### config.mk
export PLATFORM = sky130hd
export DESIGN_NAME = key_array_debounce_counter
export DESIGN_NICKNAME = d
export VERILOG_FILES = /design/src/rtl/key_pkg.sv /design/src/rtl/key_debounce_ch.sv /design/src/rtl/key_array_debounce_counter.sv
export SDC_FILE = /design/constraint.sdc
export NUM_CORES = 1
export LEC_CHECK = 0
export BUFFER_PORTS_ARGS = -buffer_cell sky130_fd_sc_hd__buf_2
export CAP_MARGIN = 0
export CORE_UTILIZATION = 35
export CTS_BUF_LIST = sky130_fd_sc_hd__clkbuf_8
export CTS_CLUSTER_DIAMETER = 30
export CTS_CLUSTER_SIZE = 40
export DETAILED_ROUTE_END_ITERATION = 8
export SLEW_MARGIN = 10
export SYNTH_ARGS = -nofsm -noshare
export SYNTH_HDL_FRONTEND = slang
export SYNTH_SLANG_ARGS = --single-unit
### constraint.sdc
create_clock -name clk -period 2.9 [get_ports clk]
set_clock_uncertainty 0.1 [all_clocks]
set_input_delay 0.58 -clock clk [delete_from_list [all_inputs] [get_ports clk]]
set_output_delay 0.58 -clock clk [all_outputs]
set_load 0.02 [all_outputs]
### src/rtl/key_pkg.sv
// Shared types and sizing helpers for the key-array debouncer.
package key_pkg;

  // Per-channel debounce/hold state.
  typedef enum logic [1:0] {
    IDLE       = 2'd0,
    PRESS_DB   = 2'd1,
    HELD       = 2'd2,
    RELEASE_DB = 2'd3
  } key_fsm_e;

  // Width of the mod-N counter; never narrower than one bit.
  function automatic int cnt_w(input int mod_n);
    return (mod_n <= 2) ? 1 : $clog2(mod_n);
  endfunction

  // Width of the shared per-channel timer, large enough for the longest interval.
  function automatic int timer_w(input int db, input int lng, input int rep);
    int m;
    m = db;
    if (lng > m) m = lng;
    if (rep > m) m = rep;
    return (m <= 1) ? 1 : $clog2(m + 1);
  endfunction

endpackage

### src/rtl/key_debounce_ch.sv
// One key channel: two-flop synchroniser, debounce FSM, long-press and
// auto-repeat timing sharing a single timer.
module key_debounce_ch
  import key_pkg::*;
#(
  parameter int DB_CYCLES     = 1000000,
  parameter int LONG_CYCLES   = 50000000,
  parameter int REPEAT_CYCLES = 10000000,
  parameter int ACTIVE_LOW    = 1
) (
  input  logic clk,
  input  logic rst_n,
  input  logic key_in,
  output logic key_state,
  output logic press_p,
  output logic release_p,
  output logic long_p,
  output logic rep_p
);

  localparam int TW = timer_w(DB_CYCLES, LONG_CYCLES, REPEAT_CYCLES);
  localparam logic [TW-1:0] DB_LAST   = TW'(DB_CYCLES - 1);
  localparam logic [TW-1:0] LONG_LAST = TW'(LONG_CYCLES - 1);
  localparam logic [TW-1:0] REP_LAST  = TW'(REPEAT_CYCLES - 1);
  localparam logic [TW-1:0] TMR_ONE   = TW'(1);
  // Pin level that means "released"; the synchroniser resets to it so that
  // leaving reset never looks like a press.
  localparam logic REL_LVL = (ACTIVE_LOW != 0);

  logic          sync_p0;
  logic          sync_p1;
  logic          pressed;
  key_fsm_e      state;
  logic [TW-1:0] timer;
  logic          rep_ph;

  // Two-flop synchroniser for the asynchronous key pin.
  always_ff @(posedge clk or negedge rst_n) begin
    if (!rst_n) begin
      sync_p0 <= REL_LVL;
      sync_p1 <= REL_LVL;
    end else begin
      sync_p0 <= key_in;
      sync_p1 <= sync_p0;
    end
  end

  assign pressed = (sync_p1 != REL_LVL);

  // Debounce / hold FSM with registered level and event pulses.
  always_ff @(posedge clk or negedge rst_n) begin
    if (!rst_n) begin
      state     <= IDLE;
      timer     <= '0;
      rep_ph    <= 1'b0;
      key_state <= 1'b1;
      press_p   <= 1'b0;
      release_p <= 1'b0;
      long_p    <= 1'b0;
      rep_p     <= 1'b0;
    end else begin
      press_p   <= 1'b0;
      release_p <= 1'b0;
      long_p    <= 1'b0;
      rep_p     <= 1'b0;
      case (state)
        IDLE: begin
          timer <= '0;
          if (pressed) state <= PRESS_DB;
        end
        PRESS_DB: begin
          if (!pressed) begin
            state <= IDLE;
            timer <= '0;
          end else if (timer == DB_LAST) begin
            state     <= HELD;
            press_p   <= 1'b1;
            key_state <= 1'b0;
            timer     <= '0;
          end else begin
            timer <= timer + TMR_ONE;
          end
        end
        HELD: begin
          // A release wins over a timer expiry in the same cycle.
          if (!pressed) begin
            state <= RELEASE_DB;
            timer <= '0;
          end else if (!rep_ph) begin
            if (timer == LONG_LAST) begin
              long_p <= 1'b1;
              rep_ph <= 1'b1;
              timer  <= '0;
            end else begin
              timer <= timer + TMR_ONE;
            end
          end else begin
            if (timer == REP_LAST) begin
              rep_p <= 1'b1;
              timer <= '0;
            end else begin
              timer <= timer + TMR_ONE;
            end
          end
        end
        RELEASE_DB: begin
          // A bounce back to pressed keeps the repeat phase so a held key
          // continues repeating after a contact glitch.
          if (pressed) begin
            state <= HELD;
            timer <= '0;
          end else if (timer == DB_LAST) begin
            state     <= IDLE;
            release_p <= 1'b1;
            key_state <= 1'b1;
            rep_ph    <= 1'b0;
            timer     <= '0;
          end else begin
            timer <= timer + TMR_ONE;
          end
        end
        default: begin
          state <= IDLE;
          timer <= '0;
        end
      endcase
    end
  end

endmodule

### src/rtl/key_array_debounce_counter.sv
// Array of debounced keys; key 0 steps a mod-N counter up, key 1 steps it down.
module key_array_debounce_counter
  import key_pkg::*;
#(
  parameter int NUM_KEYS      = 3,
  parameter int DB_CYCLES     = 1000000,
  parameter int LONG_CYCLES   = 50000000,
  parameter int REPEAT_CYCLES = 10000000,
  parameter int MOD_N         = 10,
  parameter int ACTIVE_LOW    = 1,
  localparam int CNT_W        = cnt_w(MOD_N)
) (
  input  logic                clk,
  input  logic                rst_n,
  input  logic [NUM_KEYS-1:0] key_in,
  output logic [NUM_KEYS-1:0] key_state,
  output logic [NUM_KEYS-1:0] press_p,
  output logic [NUM_KEYS-1:0] release_p,
  output logic [NUM_KEYS-1:0] long_p,
  output logic [NUM_KEYS-1:0] rep_p,
  output logic [CNT_W-1:0]    count,
  output logic                co,
  output logic                bo
);

  localparam logic [CNT_W-1:0] CNT_MAX = CNT_W'(MOD_N - 1);
  localparam logic [CNT_W-1:0] CNT_ONE = CNT_W'(1);

  logic up;
  logic dn;

  for (genvar i = 0; i < NUM_KEYS; i++) begin : g_ch
    key_debounce_ch #(
      .DB_CYCLES    (DB_CYCLES),
      .LONG_CYCLES  (LONG_CYCLES),
      .REPEAT_CYCLES(REPEAT_CYCLES),
      .ACTIVE_LOW   (ACTIVE_LOW)
    ) u_ch (
      .clk      (clk),
      .rst_n    (rst_n),
      .key_in   (key_in[i]),
      .key_state(key_state[i]),
      .press_p  (press_p[i]),
      .release_p(release_p[i]),
      .long_p   (long_p[i]),
      .rep_p    (rep_p[i])
    );
  end

  // Long-press alone does not step the counter; only press and repeat do.
  assign up = press_p[0] | rep_p[0];
  assign dn = press_p[1] | rep_p[1];

  // Mod-N up/down counter with carry/borrow pulses aligned to the update.
  always_ff @(posedge clk or negedge rst_n) begin
    if (!rst_n) begin
      count <= '0;
      co    <= 1'b0;
      bo    <= 1'b0;
    end else begin
      co <= 1'b0;
      bo <= 1'b0;
      if (up && !dn) begin
        if (count == CNT_MAX) begin
          count <= '0;
          co    <= 1'b1;
        end else begin
          count <= count + CNT_ONE;
        end
      end else if (dn && !up) begin
        if (count == '0) begin
          count <= CNT_MAX;
          bo    <= 1'b1;
        end else begin
          count <= count - CNT_ONE;
        end
      end
    end
  end

endmodule
# Word-level counts from Yosys, hierarchy flattened
# Index checks and enable logic that the tools add are counted.
# W data, S select, Z words.
classes:
  n_addsub: 5
  mux: 120
  bitwise: 2
  reduce_logical: 24
  n_eq_ne: 46
ops:
  columns: ["cell", "n"]
  rows:
  - ["$mux W26", 21]
  - ["$pmux W26 S4", 3]
  - ["$add A26 B1 Y26 const B", 3]
  - ["$eq A26 B20 Y1 const B", 3]
  - ["$eq A26 B24 Y1 const B", 3]
  - ["$eq A26 B26 Y1 const B", 3]
  - ["$mux W1", 65]
  - ["$mux W2", 18]
  - ["$ne A2 B1 Y1 const B", 12]
  - ["$pmux W2 S4", 3]
  - ["$reduce_and A4 Y1", 6]
  - ["$ne A2 B2 Y1 const B", 9]
  - ["$mux W4", 4]
  - ["$reduce_and A5 Y1", 3]
  - ["$reduce_bool A2 Y1", 7]
  - ["$eq A2 B2 Y1 const B", 6]
  - ["$pmux W1 S2", 6]
  - ["$ne A3 B1 Y1 const B", 3]
  - ["$ne A3 B3 Y1 const B", 3]
  - ["$eq A2 B1 Y1 const B", 3]
  - ["$logic_not A2 Y1", 3]
  - ["$add A4 B1 Y4 const B", 1]
  - ["$eq A4 B4 Y1 const B", 1]
  - ["$logic_not A4 Y1", 1]
  - ["4 further kinds", 7]
totals:
  output_inout_bits: 21
  wordCells: 230
  ff_bits: 114
  in_bits: 5

# Depth between registers and ports, before layout
logic_depth:
  word_depth: 5
  mapped_depth: 9
  ltp_nobuf: 8

# Hierarchy
# From an unflattened synthesis, not the netlist that was laid out.
hier_totals:
  cells_unflattened: 570
  hier_area_um2: 5741.8
modules_own_cells:
  columns: ["module", "n_inst", "seq_area_each_um2", "cells_each", "area_each_um2"]
  rows:
  - ["key_debounce_ch (g_ch[0].u_ch ...)", 2, 904.6, 176, 1775.5]
  - ["key_debounce_ch (g_ch[2].u_ch)", 1, 904.6, 175, 1769.2]
  - ["key_array_debounce_counter", 1, 150.1, 43, 421.7]

# Least setup slack after synthesis
# No wires, ideal clock.
synth_path:
  path_kind: "register to register"
  start: "register g_ch[1].u_ch.timer[0]"
  end: "register g_ch[1].u_ch.timer[10]"
  path_stages_with_launch: 9
  period_less_slack_ps: 2167
  t_required_ps: 2681
  arrival_ps: 1948
  setup_ps: 119
  path_buffers: 2
  slack_ps: 733
  path_cell_list: "dfrtp_1 ha_1 nand2_1 or4_4 nor4_1 o22a_1 buf_4 buf_6 nor2_1"
synth_via:
  elab_chain_cells: 5
  word_cells_on_any_way: 12
  cone_classes: "add/sub (1); eq/ne (3); mux (8)"
synth_rtl:
  columns: ["element", "line", "text"]
  rows:
  - ["start: declaration", "key_debounce_ch.sv:34", "logic [TW-1:0] timer;"]
  - ["start signal: assignment", "key_debounce_ch.sv:81", "timer <= timer + TMR_ONE;"]
  - ["start signal: assignment", "key_debounce_ch.sv:95", "timer <= timer + TMR_ONE;"]
  - ["start signal: assignment", "key_debounce_ch.sv:102", "timer <= timer + TMR_ONE;"]
  - ["$add A26 B1 Y26 (tied with other cells)", null, null]
  - ["$mux W26, on equally long branches", "key_debounce_ch.sv:90, key_debounce_ch.sv:98", null]
  - ["$mux W26", "key_debounce_ch.sv:89", "end else if (!rep_ph) begin"]
  - ["$mux W26", "key_debounce_ch.sv:86", "if (!pressed) begin"]
  - ["$pmux W26 S4 *", "key_debounce_ch.sv:66", "case (state)"]
# Mark *: on every way between the ends. The rest lies on a longest branch, timed or not.
# A chain may end at the register's enable or synchronous reset.

# Worst setup path in the final report
layout_path:
  start: "register g_ch[1].u_ch.timer[0]"
  end: "register g_ch[1].u_ch.timer[8]"
# The elaborated chain is that of the path after synthesis.

==> impl_metrics.ini <==
[layout]
fin_cells = 843
regArea_mm2 = 0.00286
antenna_cells = 0
n_fill_cell = 1545
final_nets = 624
final_cell_mix = 108 x nor2_1, 105 x dfrtp_1, 52 x xor2_1, 41 x nand2_1, 39 x nand3_1
drive_above_1_share = 0.137
syn_to_final_growth_pct = 12.0
multiInputGateArea_mm2 = 0.00261
layout_commonest_cell = nor2_1

[min_path]
holdCritPathClass = input pin to asynchronous set/reset pin

[grt]
overflow = 0
grtUsageTotal = 0.153
antenna_found_initial = 0
grt_pass1_wl_um = 20200
grt_max_degree = 57
grt_pass1_vias = 4331

[setup_path]
max_stage_delay_ns = 0.57
path_class = register to register
startpoint_type = register
critical_path_arrival_ns = 2.74
required_ns = 3.13
crit_chain = ha_1 > nand2_1 > or4_4 > o31ai_1 > o22a_1 > buf_4 > nor2_1
end_kind = register
cp_max_fo = 11
cp_slowest_cell = or4_4

[timing]
slew_headroom = 0.462
worst_slack_ns = 0.392
finalCritPeriodShare = 0.865
report.final.slew_viol_count = 0
rsz0062_at_grt = false
hold_violations = 0
fin_hold_ws_ns = 0.0186
period_minus_slack_ns = 2.51
setup-tns-final_ns = 0
finalSetupViolations = 0
fmax_mhz = 399
tightest_slew_ns = 0.801

[drt]
routedWlPerCell_um = 13.7
ant_nets = 0
wl_um = 11500
drtPass1Iterations = 5
drtIter0Drc = 239
viasPerCell = 5.09
vias = 4294
drc = 0

[cts]
cts-htree-levels = 4
post_cts_buffers = 0
cts.hold.buffers_added = 0
clockBufferDepth = 2
clkSlewWorstSetupHoldPaths_ns = 0.07
clockRootBuffer = clkbuf_8
cts_sinks = 114
cts-buffers-inserted = 17
tritoncts = yes
cts_resized = 0
clock_latency_ns = 0.44

[die]
core_area_mm2 = 0.0159
die_area_mm2 = 0.0169
die_y_um = 130
io-pin-count = 26
rows = 46
initial_core_util = 0.361
die_w_um = 130

[job]
cap_violations = 0

[synthesis]
synth_sequential_area_ratio = 0.498
syn_nets = 606
async_reset_ff_frac = 1.00
syn_inst = 596
synth_area_per_cell_um2 = 9.64
syn_area_mm2 = 0.00575
synth_ff_type = dfrtp_1
yosysWarningCount = 0
synth-edff-count = 0
synth-seq-cells = 114
synth_cell_types = 44

[place]
dp_slack_ns = 0.392
gp_congestion = 0.845
dp_cells = 811
io_buffers = 25
dp_hpwl_um = 8010

[power]
p_per_area_mw_per_mm2 = 508
ir_drop_mv = 0.240
leakage_nw = 2.72

[run_status]
status = completed
[metrics by stage]
step | area [um2] | utilization | total power [W]
3_3_place_gp | 6020 | 0.377 | 0.00172
3_5_place_dp | 6020 | 0.377 | 0.00172
5_1_grt | 6440 | 0.404 | 0.00339
2_1_floorplan | 5750 | - | 0.00167
6_report | 6440 | 0.404 | 0.00327
4_1_cts | 6440 | 0.404 | 0.00332
[layer usage]
layer,wire (um),vias to the layer above,global-route usage
met2,5500,79,0.246
li1,-,2078,-
met5,0,-,0
met1,5390,2118,0.190
met4,240,0,0.0780
met3,394,19,0.0390
[cells by family (layout without fill, tap and decap cells)]
kind of cell	count (synthesis)	count (layout)	share of synthesized area
flops	114	114	0.498
fa+ha+maj	5	5	0.0109
buf+inv	47	78	0.0470
xor+xnor	78	78	0.119
simple gates	328	328	0.299
compound gates	24	24	0.0259
[state kept, by name, indices dropped and copies added (netlist names), 3 cells and up, named ones only]
register and cells:
g_ch.u_ch.rep_p 3, count 4, g_ch.u_ch.state 3, g_ch.u_ch.sync_p0 3
g_ch.u_ch.rep_ph 3, g_ch.u_ch.key_state 3, g_ch.u_ch.sync_p1 3, g_ch.u_ch.release_p 3
g_ch.u_ch.press_p 3, g_ch.u_ch.timer 78, g_ch.u_ch.long_p 3
[critical path: cells and delay by family, from the launching register on]
| family | cells | cell delay [ns] |
|---|---|---|
| buffers and inverters | 1 | 0.24 |
| AOI/OAI and AO/OA | 2 | 0.64 |
| and+or+nand+nor | 3 | 0.77 |
| DFF | 1 | 0.40 |
| adders and majority gates | 1 | 0.25 |
[report_power, final]
| group | switching [W] | total (W) | internal [W] |
|---|---|---|---|
| clock | 0.000640 | 0.00158 | 0.000941 |
| combinational | 0.0000544 | 0.0000745 | 0.0000201 |
| sequential | 0.0000106 | 0.00161 | 0.00160 |
[final cells by class]
| class | instances | area share |
|---|---|---|
| multi-input combinational | 435 | 0.406 |
| tap | 216 | 0.0420 |
| sequential | 114 | 0.445 |
| clock buffer | 18 | 0.0385 |
| timing repair buffer | 35 | 0.0354 |
| inverter | 11 | 0.00641 |
| clock inverter | 14 | 0.0268 |
[synthesized netlist by cell type, types with 2 or more instances]
| cell | count | area [um2] |
|---|---|---|
| nor2_1 | 108 | 405 |
| dfrtp_1 | 105 | 2630 |
| xor2_1 | 52 | 455 |
| nand2_1 | 41 | 154 |
| nand3_1 | 39 | 195 |
| nand4_1 | 26 | 163 |
| xnor2_1 | 26 | 228 |
| nor3_1 | 24 | 120 |
| and3_1 | 17 | 106 |
| nor4_1 | 17 | 106 |
| buf_4 | 16 | 120 |
| clkbuf_1 | 12 | 45.0 |
| inv_1 | 11 | 41.3 |
| o21ai_0 | 10 | 50.1 |
| dfstp_2 | 9 | 236 |
| and2_1 | 7 | 43.8 |
| and4_1 | 6 | 52.6 |
| nor4b_1 | 6 | 52.6 |
| a21oi_1 | 5 | 25.0 |
| ha_1 | 5 | 62.6 |
| or2_2 | 5 | 31.3 |
| buf_6 | 4 | 45.0 |
| nand3b_1 | 4 | 30.0 |
| nand4b_1 | 4 | 35.0 |
| nor2b_1 | 4 | 25.0 |
| nor4bb_1 | 4 | 40.0 |
| or4_1 | 4 | 30.0 |
| buf_2 | 3 | 15.0 |
| nor3b_1 | 3 | 22.5 |
| or4_4 | 3 | 33.8 |
| a21o_1 | 2 | 15.0 |
| o31ai_1 | 2 | 15.0 |
[worst paths after layout]
| path | from | to | slack (ns) | cells past startpoint |
|---|---|---|---|---|
| max | g_ch[1].u_ch.timer[0]$_DFF_PN0_ | g_ch[1].u_ch.timer[8]$_DFF_PN0_ | 0.39 | 7 |
| min | rst_n | count[1]$_DFFE_PN0P_ | 0.02 | 1 |
| max reg2reg | g_ch[1].u_ch.timer[0]$_DFF_PN0_ | g_ch[1].u_ch.timer[8]$_DFF_PN0_ | 0.39 | 7 |
| min reg2reg | g_ch[2].u_ch.sync_p0$_DFF_PN1_ | g_ch[2].u_ch.sync_p1$_DFF_PN1_ | 0.26 | 0 |
| max in group asynchronous | rst_n | g_ch[2].u_ch.sync_p0$_DFF_PN1_ | 1.95 | 2 |
| min in group clk | key_in[1] | g_ch[1].u_ch.sync_p0$_DFF_PN1_ | 0.13 | 1 |
(Power assumes the default switching activity.)
